File: src/rtl/ahb_rr_arbiter_if.sv
// Arbitration bus bundle between the AHB requesters and the round-robin
// arbiter. Requesters drive requests/locks/HREADY; the arbiter drives the
// grant, the address-phase owner and the data-phase owner.
interface ahb_rr_arbiter_if #(
  parameter int NUM_MASTERS = 4
);
  localparam int MW = $clog2(NUM_MASTERS);

  logic [NUM_MASTERS-1:0] HBUSREQ;
  logic [NUM_MASTERS-1:0] HLOCK;
  logic                   HREADY;
  logic [NUM_MASTERS-1:0] HGRANT;
  logic [MW-1:0]          HMASTER;
  logic                   HMASTLOCK;
  logic [MW-1:0]          HMASTER_D;
  logic                   HDVALID;

  // Requester side: raises requests, observes grants.
  modport master (
    output HBUSREQ, HLOCK, HREADY,
    input  HGRANT, HMASTER, HMASTLOCK, HMASTER_D, HDVALID
  );

  // Arbiter side: samples requests, drives grants and owner indices.
  modport slave (
    input  HBUSREQ, HLOCK, HREADY,
    output HGRANT, HMASTER, HMASTLOCK, HMASTER_D, HDVALID
  );
endinterface

File: src/rtl/ahb_rr_arbiter.sv
// Registered round-robin AHB bus arbiter with locked transfers and a
// per-owner hold limit. All outputs are registered; a sampled request is
// granted one cycle later. Nothing advances while HREADY is low.
module ahb_rr_arbiter #(
  parameter int NUM_MASTERS = 4,
  parameter int MAX_HOLD    = 4
) (
  input  logic               HCLK,
  input  logic               HRESETn,
  ahb_rr_arbiter_if.slave    bus
);
  localparam int MW = $clog2(NUM_MASTERS);
  localparam int HW = $clog2(MAX_HOLD + 1);
  localparam logic [HW-1:0] HOLD_LAST = HW'(MAX_HOLD - 1);

  typedef enum logic {ST_IDLE, ST_OWN} state_t;

  state_t                 r_state;
  logic [NUM_MASTERS-1:0] r_grant;
  logic [MW-1:0]          r_master;
  logic                   r_mastlock;
  logic [MW-1:0]          r_master_d;
  logic                   r_dvalid;
  logic [MW-1:0]          r_ptr;
  logic [HW-1:0]          r_hold;

  logic [NUM_MASTERS-1:0] w_cand;
  logic                   w_found;
  logic [MW-1:0]          w_winner;
  logic                   w_own_req;
  logic                   w_own_lock;
  int                     w_idx;

  // The current owner never competes against itself; r_grant is zero in IDLE,
  // so in IDLE every requester is a candidate.
  assign w_cand     = bus.HBUSREQ & ~r_grant;
  assign w_own_req  = |(bus.HBUSREQ & r_grant);
  assign w_own_lock = |(bus.HBUSREQ & bus.HLOCK & r_grant);

  // Round-robin search: first candidate at or after r_ptr+1, wrapping.
  always_comb begin
    // NOTE: every combinational output gets a default first, so no path
    // through the block leaves it unassigned and infers a latch.
    w_found  = 1'b0;
    w_winner = '0;
    w_idx    = 0;
    for (int i = 0; i < NUM_MASTERS; i++) begin
      w_idx = int'(r_ptr) + 1 + i;
      if (w_idx >= NUM_MASTERS) w_idx = w_idx - NUM_MASTERS;
      if (!w_found && w_cand[w_idx]) begin
        w_found  = 1'b1;
        w_winner = MW'(w_idx);
      end
    end
  end

  // Arbitration FSM with registered grant, owner, lock and data-phase outputs.
  always_ff @(posedge HCLK or negedge HRESETn) begin
    // NOTE: sequential state uses non-blocking assignments so every register
    // samples pre-edge values regardless of statement order.
    if (!HRESETn) begin
      r_state    <= ST_IDLE;
      r_grant    <= '0;
      r_master   <= '0;
      r_mastlock <= 1'b0;
      r_master_d <= '0;
      r_dvalid   <= 1'b0;
      r_ptr      <= MW'(NUM_MASTERS - 1);
      r_hold     <= '0;
    end else if (bus.HREADY) begin
      r_master_d <= r_master;
      r_dvalid   <= (r_state == ST_OWN);
      if ((r_state == ST_IDLE || !w_own_req ||
           (!w_own_lock && r_hold == HOLD_LAST)) && w_found) begin
        // New grant: from idle, after a release, or at the hold limit.
        r_state    <= ST_OWN;
        r_grant    <= NUM_MASTERS'(1) << w_winner;
        r_master   <= w_winner;
        r_ptr      <= w_winner;
        r_hold     <= '0;
        r_mastlock <= bus.HLOCK[w_winner] & bus.HBUSREQ[w_winner];
      end else if (r_state == ST_IDLE || !w_own_req) begin
        // Nobody is asking: park the bus with no owner.
        r_state    <= ST_IDLE;
        r_grant    <= '0;
        r_master   <= '0;
        r_hold     <= '0;
        r_mastlock <= 1'b0;
      end else if (w_own_lock) begin
        // Locked owner keeps the bus; the hold limit does not apply.
        r_mastlock <= 1'b1;
      end else begin
        // Unlocked owner keeps the bus; count toward the limit, saturating.
        r_mastlock <= 1'b0;
        if (r_hold != HOLD_LAST) r_hold <= r_hold + 1'b1;
      end
    end
  end

  assign bus.HGRANT    = r_grant;
  assign bus.HMASTER   = r_master;
  assign bus.HMASTLOCK = r_mastlock;
  assign bus.HMASTER_D = r_master_d;
  assign bus.HDVALID   = r_dvalid;
endmodule

File: src/flat_wrapper.sv
// flat-port wrapper written by rule: the top's interface ports become plain ports
module ahb_rr_arbiter_flat 
#(
  parameter int NUM_MASTERS = 4,
  parameter int MAX_HOLD    = 4
)
  (HCLK, HRESETn, bus_HBUSREQ, bus_HLOCK, bus_HREADY, bus_HGRANT, bus_HMASTER, bus_HMASTLOCK, bus_HMASTER_D, bus_HDVALID);
  ahb_rr_arbiter_if #(.NUM_MASTERS(NUM_MASTERS)) bus_i ();
  input  logic HCLK;
  input  logic HRESETn;
  input wire logic [$bits(bus_i.HBUSREQ)-1:0] bus_HBUSREQ;
  input wire logic [$bits(bus_i.HLOCK)-1:0] bus_HLOCK;
  input wire logic [$bits(bus_i.HREADY)-1:0] bus_HREADY;
  output wire logic [$bits(bus_i.HGRANT)-1:0] bus_HGRANT;
  output wire logic [$bits(bus_i.HMASTER)-1:0] bus_HMASTER;
  output wire logic [$bits(bus_i.HMASTLOCK)-1:0] bus_HMASTLOCK;
  output wire logic [$bits(bus_i.HMASTER_D)-1:0] bus_HMASTER_D;
  output wire logic [$bits(bus_i.HDVALID)-1:0] bus_HDVALID;
  assign bus_i.HBUSREQ = bus_HBUSREQ;
  assign bus_i.HLOCK = bus_HLOCK;
  assign bus_i.HREADY = bus_HREADY;
  assign bus_HGRANT = bus_i.HGRANT;
  assign bus_HMASTER = bus_i.HMASTER;
  assign bus_HMASTLOCK = bus_i.HMASTLOCK;
  assign bus_HMASTER_D = bus_i.HMASTER_D;
  assign bus_HDVALID = bus_i.HDVALID;
  ahb_rr_arbiter #(.NUM_MASTERS(NUM_MASTERS), .MAX_HOLD(MAX_HOLD)) u_core (.HCLK(HCLK), .HRESETn(HRESETn), .bus(bus_i));
endmodule
File: config.mk
export PLATFORM = sky130hd
export DESIGN_NAME = ahb_rr_arbiter_flat
export DESIGN_NICKNAME = d
export VERILOG_FILES = /design/src/rtl/ahb_rr_arbiter_if.sv /design/src/rtl/ahb_rr_arbiter.sv /design/src/flat_wrapper.sv
export SDC_FILE = /design/constraint.sdc
export NUM_CORES = 1
export LEC_CHECK = 0
export CAP_MARGIN = 10
export CORE_MARGIN = 8
export CORE_UTILIZATION = 45
export DETAILED_ROUTE_END_ITERATION = 8
export PLACE_DENSITY_LB_ADDON = 0.3
export SYNTH_ARGS = -nofsm -noshare
export SYNTH_HDL_FRONTEND = slang
export SYNTH_SLANG_ARGS = --single-unit
export TNS_END_PERCENT = 1
File: constraint.sdc
create_clock -name HCLK -period 2.2 [get_ports HCLK]
set_input_delay 0.66 -clock HCLK [delete_from_list [all_inputs] [get_ports HCLK]]
set_output_delay 0.66 -clock HCLK [all_outputs]
set_load 0.02 [all_outputs]
==> results of run 1 <==
cell type report:
type	count	share of cell area, %
multi-input combinational	76	40.7
sequential	16	30.1
timing repair buffer	34	22.8
clock buffer	4	2.71
tap	28	2.62
inverter	4	1.12
report_power, final:
part / internal [mW] / switching, mW
clock: 0.101 / 0.0877
combinational: 0.508 / 0.486
sequential: 0.433 / 0.135
routing by layer:
| layer | wire length [µm] | share of wire, % | up-vias |
|---|---|---|---|
| met4 | 31 | 1.3 | 0 |
| met1 | 1070 | 46 | 414 |
| met2 | 1090 | 47 | 25 |
| met5 | 0 | 0 | - |
| li1 | - | - | 437 |
| met3 | 152 | 6.5 | 4 |
metrics by stage:
step           setup WS, ps  total power, mW  util (%)
2_1_floorplan           410             1.17         -
3_3_place_gp           -151             1.55      61.2
3_5_place_dp           -145             1.57      61.2
4_1_cts                 101             1.77      62.9
5_1_grt                35.3             1.88      62.9
6_report                113             1.75      62.9
cells in the mapped netlist (all sizes together), types with 3 or more instances:
cell     n
nor2     3
nand3    6
nand2b   4
nand2   13
o21ai   12
mux2i    3
mux2     3
dfrtp   14
a21oi    4
inv      4
a22o     3
state kept, by name, summed over array words and instances, names as in the netlist:
signal and flops:
u_core.bus.HDVALID 1, u_core.bus.HMASTER_D 2, u_core.bus.HMASTLOCK 1, u_core.r_hold 3
u_core.bus.HGRANT 4, u_core.r_ptr 2, u_core.r_state 1, u_core.bus.HMASTER 2
logic make-up after synthesis:
kind of cell | count (synthesis) | share of synthesized area, %
and+or+nand+nor | 36 | 21.4
DFF | 16 | 41.2
buffers and inverters | 6 | 3.07
adders and majority gates | 3 | 3.71
muxes | 6 | 6.53
AOI/OAI and AO/OA | 31 | 24.1
final timing paths:
| path | start | to | cells past startpoint | slack (ps) |
|---|---|---|---|---|
| worst min register to register | u_core.r_hold[0] | u_core.r_hold[0] | 1 | 500 |
| worst min-delay path | u_core.r_hold[0] | u_core.r_hold[0] | 1 | 500 |
| worst max-delay path | u_core.bus.HGRANT[3] | bus_HGRANT[3] | 1 | 110 |
| worst max register to register | u_core.bus.HGRANT[1] | u_core.bus.HMASTLOCK | 6 | 440 |
| min in group asynchronous | HRESETn | u_core.r_hold[1] | 2 | 690 |
| max in group asynchronous | HRESETn | u_core.r_ptr[1] | 2 | 1260 |
==> impl_metrics.toml, run 1 <==
[grt]
number_of_antenna_violations_at_the_first_check_in_global_routing = 0
grt_use_met1_pct = 14.5
global_route.overflow_total = 0
vias_in_the_first_global_route = 930
global_route.usage.met3_pct = 3.41
grt_use_met2_pct = 20.3
grt_usage_pct = 12.5
global_route_wire_length_before_repair_um = 4170
maximum_number_of_pins_on_one_net_before_global_route_repair = 17
top_usage_layer = "met2"

[detailed_routing]
detail_route.drc_violations = 0
first_iter_violations = 19
detail_route.vias_per_cell = 5.43
route.vias.total = 880
drt_wl_total_um = 2340
detailedRoute.firstPassIterationCount = 4
avgRoutedWirePerCell_um = 14.5
drtAntennaViolNets = 0

[worst_setup_path]
critPathKind = "reg -> out"
critical_path_arrival_ps = 1430
slowest_library_cell_on_the_worst_path = "clkdlybuf4s50_1"
startpoint_type_of_the_worst_setup_path = "flop"
timing.critical_path.fanout_max = 6
path_buf_inv = 1
cp_cell_sequence = "clkdlybuf4s50_1"
critical_path.endpoint_type = "output pin"
required_ps = 1540
timing.critical_path.max_delay_family = "buffers and inverters"
timing.critical_path.slowest_cell_delay_ps = 660

[timing]
timing.final.setup_violations = 0
slew_headroom_pct = 76.5
finalClockSkew_ps = 0.782
worst_pin_slew_ps = 352
finalHoldWorstSlack_ps = 497
achievable-frequency_mhz = 479
grt_setup_unrepaired = "no"
timing.final.hold_violations = 0
period_minus_slack_ps = 2090
total_neg_setup_slack_ps = 0
slew_viol_final = 0
period_share_pct = 94.9

[cts]
cts.sinks = 16
clk_pin_slew_ps = 90
clk_latency_ps = 280
cts_post_setup_buffers_inserted = 0
ctsLongestPathBuffers = 2
tritoncts_clock_tree = "done"
htreeDepth = 1
cts.root.buffer_cell = "clkbuf_4"
cts_inserted_buffers = 3
post_cts_resized = 0
postCtsHoldBufs = 0

[yosys]
dominantRegCellSynth = "dfrtp_1"
synth_area_um2 = 977
synth_area_leader_cell = "dfrtp_1"
share_of_synthesized_flip_flops_with_an_asynchronous_set_or_reset_pct = 100
ys_ff_latch = 16
synth_cells = 98
number_of_different_library_cells_in_the_post_synthesis_netlist = 41
mappedNetlistNets = 111
yosys.area.top_type_share_pct = 35.9
ys_top_cells_by_area = "dfrtp_1 36%, dfstp_2 5.4%, nand2_1 5.0%, mux2_2 3.5%, mux2i_1 3.1%"
number_of_synthesized_flops_with_an_enable_pin = 0
synth.avg_cell_area_um2 = 9.97
yosysSeqAreaShare_pct = 41.2
synth_warnings = 0

[placement]
hpwl_um = 1840
numPortBuffers = 20
place_area_um2 = 1300
gp_routability_congestion = 0.837
placed_cells_incl_taps = 158

[pwr]
total_leakage_power_nw = 0.583
power.density_cell_area_nw_per_um2 = 1310
worst_ir_drop_vdd_v = 0.00105

[floorplanning]
ios = 21
die_width_um = 62.6
starting_density_of_the_core_pct = 45.9
total_die_area_um2 = 3920
fp.coreArea_um2 = 2130
vertical_die_dimension_um = 62.6
core.rowCount = 17

[cells_and_area]
final_cell_mix = "20 x clkdlybuf4s50_1, 14 x buf_4, 14 x dfrtp_1, 13 x nand2_1"
share_of_final_layout_standard_cells_stronger_than_drive_strength_1_pct = 26.1
area_delta_synth_final_pct = 37.0
antenna_cells = 0
filler_cell_count = 182
post-route-cell-area_um2 = 1340
multi_input_area_um2 = 544
mostFrequentLayoutCell = "clkdlybuf4s50_1"
post_layout_instance_count_excluding_filler_cells = 162
layout.area.seq_um2 = 403
final_nets = 148

[min_path]
hp-class = "reg -> reg"

[job]
cap_violations = 0

[status]
status = "completed"
(Power assumes the default switching activity.)
==> inputs of run 2 (changes only) <==
==> constraint.sdc (replaced) <==
create_clock -name HCLK -period 2.2 [get_ports HCLK]
set_input_delay 0.44 -clock HCLK [delete_from_list [all_inputs] [get_ports HCLK]]
set_output_delay 0.44 -clock HCLK [all_outputs]
set_load 0.02 [all_outputs]
==> run 2 against run 1 <==
Net effect:
- non-clock buffer count is 11 lower
- worst hold slack worse by 1.8 ps
- critical endpoint is now u_core.bus.HMASTLOCK
- combinational power is 6.3% lower
- sequential share of layout area is 2.0 points higher
- highest routed layer unchanged
- critical path type is now in -> reg
- largest cell class unchanged
==> impl_metrics.toml, run 2 (synthesis results as in run 1) <==
[cells_and_area]
number_of_flip_flops_in_the_largest_register = 4
antenna_cells = 0
post_layout_instance_count_excluding_filler_cells = 151
area_delta_synth_final_pct = 28.6
share_of_final_layout_standard_cells_stronger_than_drive_strength_1_pct = 19.5
final_cell_mix = "20 x clkdlybuf4s50_1, 14 x dfrtp_1, 13 x nand2_1, 6 x o21ai_1, 6 x nand3_1"
mostFrequentLayoutCell = "clkdlybuf4s50_1"
final_nets = 137
final_core_util_pct = 59.1

[pwr]
power.share.combinational_pct = 54.9
sw_frac_of_total_pct = 41.6
power.density_cell_area_nw_per_um2 = 1350
internal_dissipation_uw = 990
power_switching_uw = 704
total_leakage_power_nw = 0.531
clock_power_share_pct = 11.3
worst_ir_drop_vdd_v = 0.000985
seq_power_share_pct = 33.7

[grt]
global_route.overflow_total = 0
global_route_wire_length_before_repair_um = 4000
vias_in_the_first_global_route = 870
grt_usage_pct = 12.0
maximum_number_of_pins_on_one_net_before_global_route_repair = 17
number_of_antenna_violations_at_the_first_check_in_global_routing = 0

[cts]
clk_latency_ps = 280
postCtsHoldBufs = 0
cts_post_setup_buffers_inserted = 0
ctsLongestPathBuffers = 2
post_cts_resized = 0
clk_pin_slew_ps = 100
cts_inserted_buffers = 3
tritoncts_clock_tree = "done"
cts.sinks = 16
cts.root.buffer_cell = "clkbuf_4"
htreeDepth = 1

[worst_setup_path]
critical_path_arrival_ps = 2090
slowest_library_cell_on_the_worst_path = "clkdlybuf4s50_1"
critical_path.endpoint_type = "flop"
path_common_cell = "mux2i_1"
startpoint_type_of_the_worst_setup_path = "input port"
timing.critical_path.fanout_max = 6
cp_cell_sequence = "clkdlybuf4s50_1, and2b_1, maj3_2, o2bb2ai_2, mux2i_1, mux2i_1, o31ai_2"
required_ps = 2400
critPathKind = "in -> reg"
timing.critical_path.slowest_cell_delay_ps = 480

[min_path]
hp-class = "reg -> reg"

[status]
status = "completed"

[detailed_routing]
first_iter_violations = 42
detail_route.drc_violations = 0
route.vias.total = 839
detailedRoute.firstPassIterationCount = 4
detail_route.vias_per_cell = 5.56
m1WireLength_um = 1060
wl_met2_um = 1040
met3_wirelength_um = 156
maxUsedRoutingLayer = "met4"
drt_wl_total_um = 2270
avgRoutedWirePerCell_um = 15.0
drtAntennaViolNets = 0

[placement]
numPortBuffers = 20
gp_routability_congestion = 0.898
placed_cells_incl_taps = 147
hpwl_um = 1780

[floorplanning]
starting_density_of_the_core_pct = 45.9
fp.coreArea_um2 = 2130
vertical_die_dimension_um = 62.6
core.rowCount = 17
ios = 21
die_width_um = 62.6
total_die_area_um2 = 3920

[job]
cap_violations = 0

[timing]
period_minus_slack_ps = 1880
slew_headroom_pct = 52.3
timing.final.hold_violations = 0
period_share_pct = 85.6
worst_pin_slew_ps = 713
timing.final.setup_violations = 0
finalClockSkew_ps = 8.16
grt_setup_unrepaired = "no"
finalHoldWorstSlack_ps = 495
slew_viol_final = 0
achievable-frequency_mhz = 531
total_neg_setup_slack_ps = 0
## run 2: cell types whose count changed in the layout (fill, tap and decap cells not counted)
cell	change
buf_4	-11
## run 2: through the flow
step           power (mW)  setup WS, ps  instance area, µm²
3_5_place_dp         1.50          10.3                1220
5_1_grt              1.82           203                1260
2_1_floorplan        1.17           496                 977
3_3_place_gp         1.49          63.2                1220
6_report             1.69           316                1260
4_1_cts              1.70           312                1260
## run 2: area by class of cell
class | instances | area [µm²]
sequential | 16 | 403
fill | 185 | 871
clock buffer | 4 | 36.3
inverter | 4 | 15.0
tap | 28 | 35.0
timing repair buffer | 23 | 223
multi-input combinational | 76 | 544
## run 2: worst paths after layout
check                      slack [ps]  depth (start not counted)                 start                 endpoint
setup / recovery                  320                          7        bus_HBUSREQ[1]     u_core.bus.HMASTLOCK
setup reg to reg                  490                          6  u_core.bus.HGRANT[1]     u_core.bus.HMASTLOCK
hold reg to reg                   500                          1      u_core.r_hold[0]         u_core.r_hold[0]
hold / removal                    500                          1      u_core.r_hold[0]         u_core.r_hold[0]
max in group asynchronous        1170                          1               HRESETn  u_core.bus.HMASTER_D[0]
min in group asynchronous         570                          1               HRESETn         u_core.r_hold[2]
## run 2: power groups by stage
stage | clock, mW | combinational [mW] | sequential, mW
after global routing | 0.204 | 1.02 | 0.596
final | 0.192 | 0.931 | 0.571
after CTS | 0.195 | 0.937 | 0.571
after floorplan | 0 | 0.523 | 0.649
after detailed placement | 0 | 0.931 | 0.573
after global placement | 0 | 0.920 | 0.566
## run 2: layer usage
layer	vias up	global-route usage [%]
met5	-	0
met4	0	4.84
met3	2	3.58
met2	28	19.3
met1	393	14.6
li1	416	-
## run 2: worst max-delay path: cells and delay by family
family / cells / cell delay (ps)
simple gates: 1 / 230
mux: 2 / 290
fa+ha+maj: 1 / 310
buf+inv: 1 / 480
compound gates: 2 / 330
==> inputs of run 3 (changes only) <==
- CTS_BUF_LIST: unset -> sky130_fd_sc_hd__clkbuf_4
==> run 3 against run 2 <==
Net effect:
- global-route usage rose by 0.11 points
- combinational power barely moved
- setup slack got worse by 3.3 ps
- core utilization fell by 0.47 points
- clock skew fell by 1.5 ps
- clock power fell by 18%
- critical path type unchanged
- critical endpoint unchanged
- largest power group unchanged
==> impl_metrics.toml, run 3 (synthesis results as in run 1) <==
[floorplanning]
fp.coreArea_um2 = 2130
core.rowCount = 17
starting_density_of_the_core_pct = 45.9
total_die_area_um2 = 3920
die_width_um = 62.6
vertical_die_dimension_um = 62.6
ios = 21

[grt]
grt_usage_pct = 12.1
global_route_wire_length_before_repair_um = 4000
vias_in_the_first_global_route = 868
number_of_antenna_violations_at_the_first_check_in_global_routing = 0
maximum_number_of_pins_on_one_net_before_global_route_repair = 17
global_route.overflow_total = 0

[cts]
cts_inserted_buffers = 3
clk_latency_ps = 280
postCtsHoldBufs = 0
cts_post_setup_buffers_inserted = 0
cts.sinks = 16
clk_pin_slew_ps = 100
htreeDepth = 1
post_cts_resized = 0
cts.root.buffer_cell = "clkbuf_4"
ctsLongestPathBuffers = 2
tritoncts_clock_tree = "done"

[timing]
slew_headroom_pct = 51.9
period_share_pct = 85.8
achievable-frequency_mhz = 530
slew_viol_final = 0
period_minus_slack_ps = 1890
total_neg_setup_slack_ps = 0
timing.final.setup_violations = 0
grt_setup_unrepaired = "no"
finalClockSkew_ps = 6.65
timing.final.hold_violations = 0
worst_pin_slew_ps = 719

[cells_and_area]
area_delta_synth_final_pct = 27.5
mostFrequentLayoutCell = "clkdlybuf4s50_1"
final_cell_mix = "20 x clkdlybuf4s50_1, 14 x dfrtp_1, 13 x nand2_1, 6 x o21ai_1, 6 x nand3_1"
final_nets = 137
share_of_final_layout_standard_cells_stronger_than_drive_strength_1_pct = 18.7
number_of_flip_flops_in_the_largest_register = 4
antenna_cells = 0
filler_cell_count = 187
post_layout_instance_count_excluding_filler_cells = 151

[status]
status = "completed"

[detailed_routing]
first_iter_violations = 43
route.vias.total = 843
avgRoutedWirePerCell_um = 15.1
detailedRoute.firstPassIterationCount = 5
drtAntennaViolNets = 0
detail_route.drc_violations = 0
detail_route.vias_per_cell = 5.58
drt_wl_total_um = 2280

[job]
cap_violations = 0

[worst_setup_path]
path_buf_inv = 1
timing.critical_path.slowest_cell_delay_ps = 480
timing.critical_path.fanout_max = 6
cp_cell_sequence = "clkdlybuf4s50_1, and2b_1, maj3_2, o2bb2ai_2, mux2i_1, mux2i_1, o31ai_2"
critPathKind = "in -> reg"
critical_path.startpoint = "bus_HBUSREQ[1]"
required_ps = 2400
timing.critical_path.max_delay_family = "buffers and inverters"
critical_path_arrival_ps = 2090
r2r-start = "u_core.bus.HGRANT[1]"
critical_path.endpoint_type = "flop"
slowest_library_cell_on_the_worst_path = "clkdlybuf4s50_1"
path_common_cell = "mux2i_1"
startpoint_type_of_the_worst_setup_path = "input port"
regToRegSetupSlack_ps = 490

[pwr]
total_leakage_power_nw = 0.525
worst_ir_drop_vdd_v = 0.000881
power.density_cell_area_nw_per_um2 = 1330

[placement]
gp_routability_congestion = 0.898
hpwl_um = 1780
numPortBuffers = 20
placed_cells_incl_taps = 147

[min_path]
worst_hold_startpoint = "u_core.r_hold[0]"
hp-class = "reg -> reg"
## run 3: changes by cell type in the layout (fill, tap and decap cells not counted)
cell	before	now
clkinv_1	0	1
clkbuf_8	1	0
## run 3: through the flow
step / utilization, % / worst slack, ps / total power [mW] / instance area, µm² / hold WS [ps]
final: 58.6 / 313 / 1.66 / 1250 / 492
after CTS: 58.6 / 310 / 1.67 / 1250 / 499
after detailed placement: 57.4 / 10.3 / 1.50 / 1220 / 480
after global routing: 58.6 / 207 / 1.79 / 1250 / 526
after floorplan: - / 496 / 1.17 / 977 / 144
after global placement: 57.4 / 63.2 / 1.49 / 1220 / 469
## run 3: power breakdown
group	internal, mW	switching [mW]
combinational	0.456	0.474
clock	0.0658	0.0917
sequential	0.433	0.137
## run 3: path summary, 6_finish.rpt
kind / end / cells after the start
hold reg to reg: u_core.r_hold[0] / 1
min in group asynchronous: u_core.r_hold[2] / 1
hold / removal: u_core.r_hold[0] / 1
max in group asynchronous: u_core.bus.HGRANT[1] / 1
setup reg to reg: u_core.bus.HMASTLOCK / 6
setup / recovery: u_core.bus.HMASTLOCK / 7
## run 3: layout make-up
cell class / count / area [µm²] / share of cell area, %
multi-input cells: 76 / 544 / 43.7
repair buffers: 23 / 223 / 17.9
flip-flops and latches: 16 / 403 / 32.3
clock buffers: 3 / 22.5 / 1.81
inverters: 4 / 15.0 / 1.20
well taps: 28 / 35.0 / 2.81
clock inverters: 1 / 3.75 / 0.301
## run 3: layer usage
layer / share of wire, % / global-route usage [%]
met1: 47 / 14.6
met3: 6.8 / 3.58
met5: 0 / 0
met4: 0.74 / 5.70
met2: 46 / 19.3
## run 3: worst reg2reg max path, delay by kind of cell (launching register included)
| kind | cells | cell delay, ps |
|---|---|---|
| compound gates | 2 | 340 |
| fa+ha+maj | 1 | 310 |
| flops | 1 | 460 |
| mux | 2 | 290 |
| simple gates | 1 | 240 |
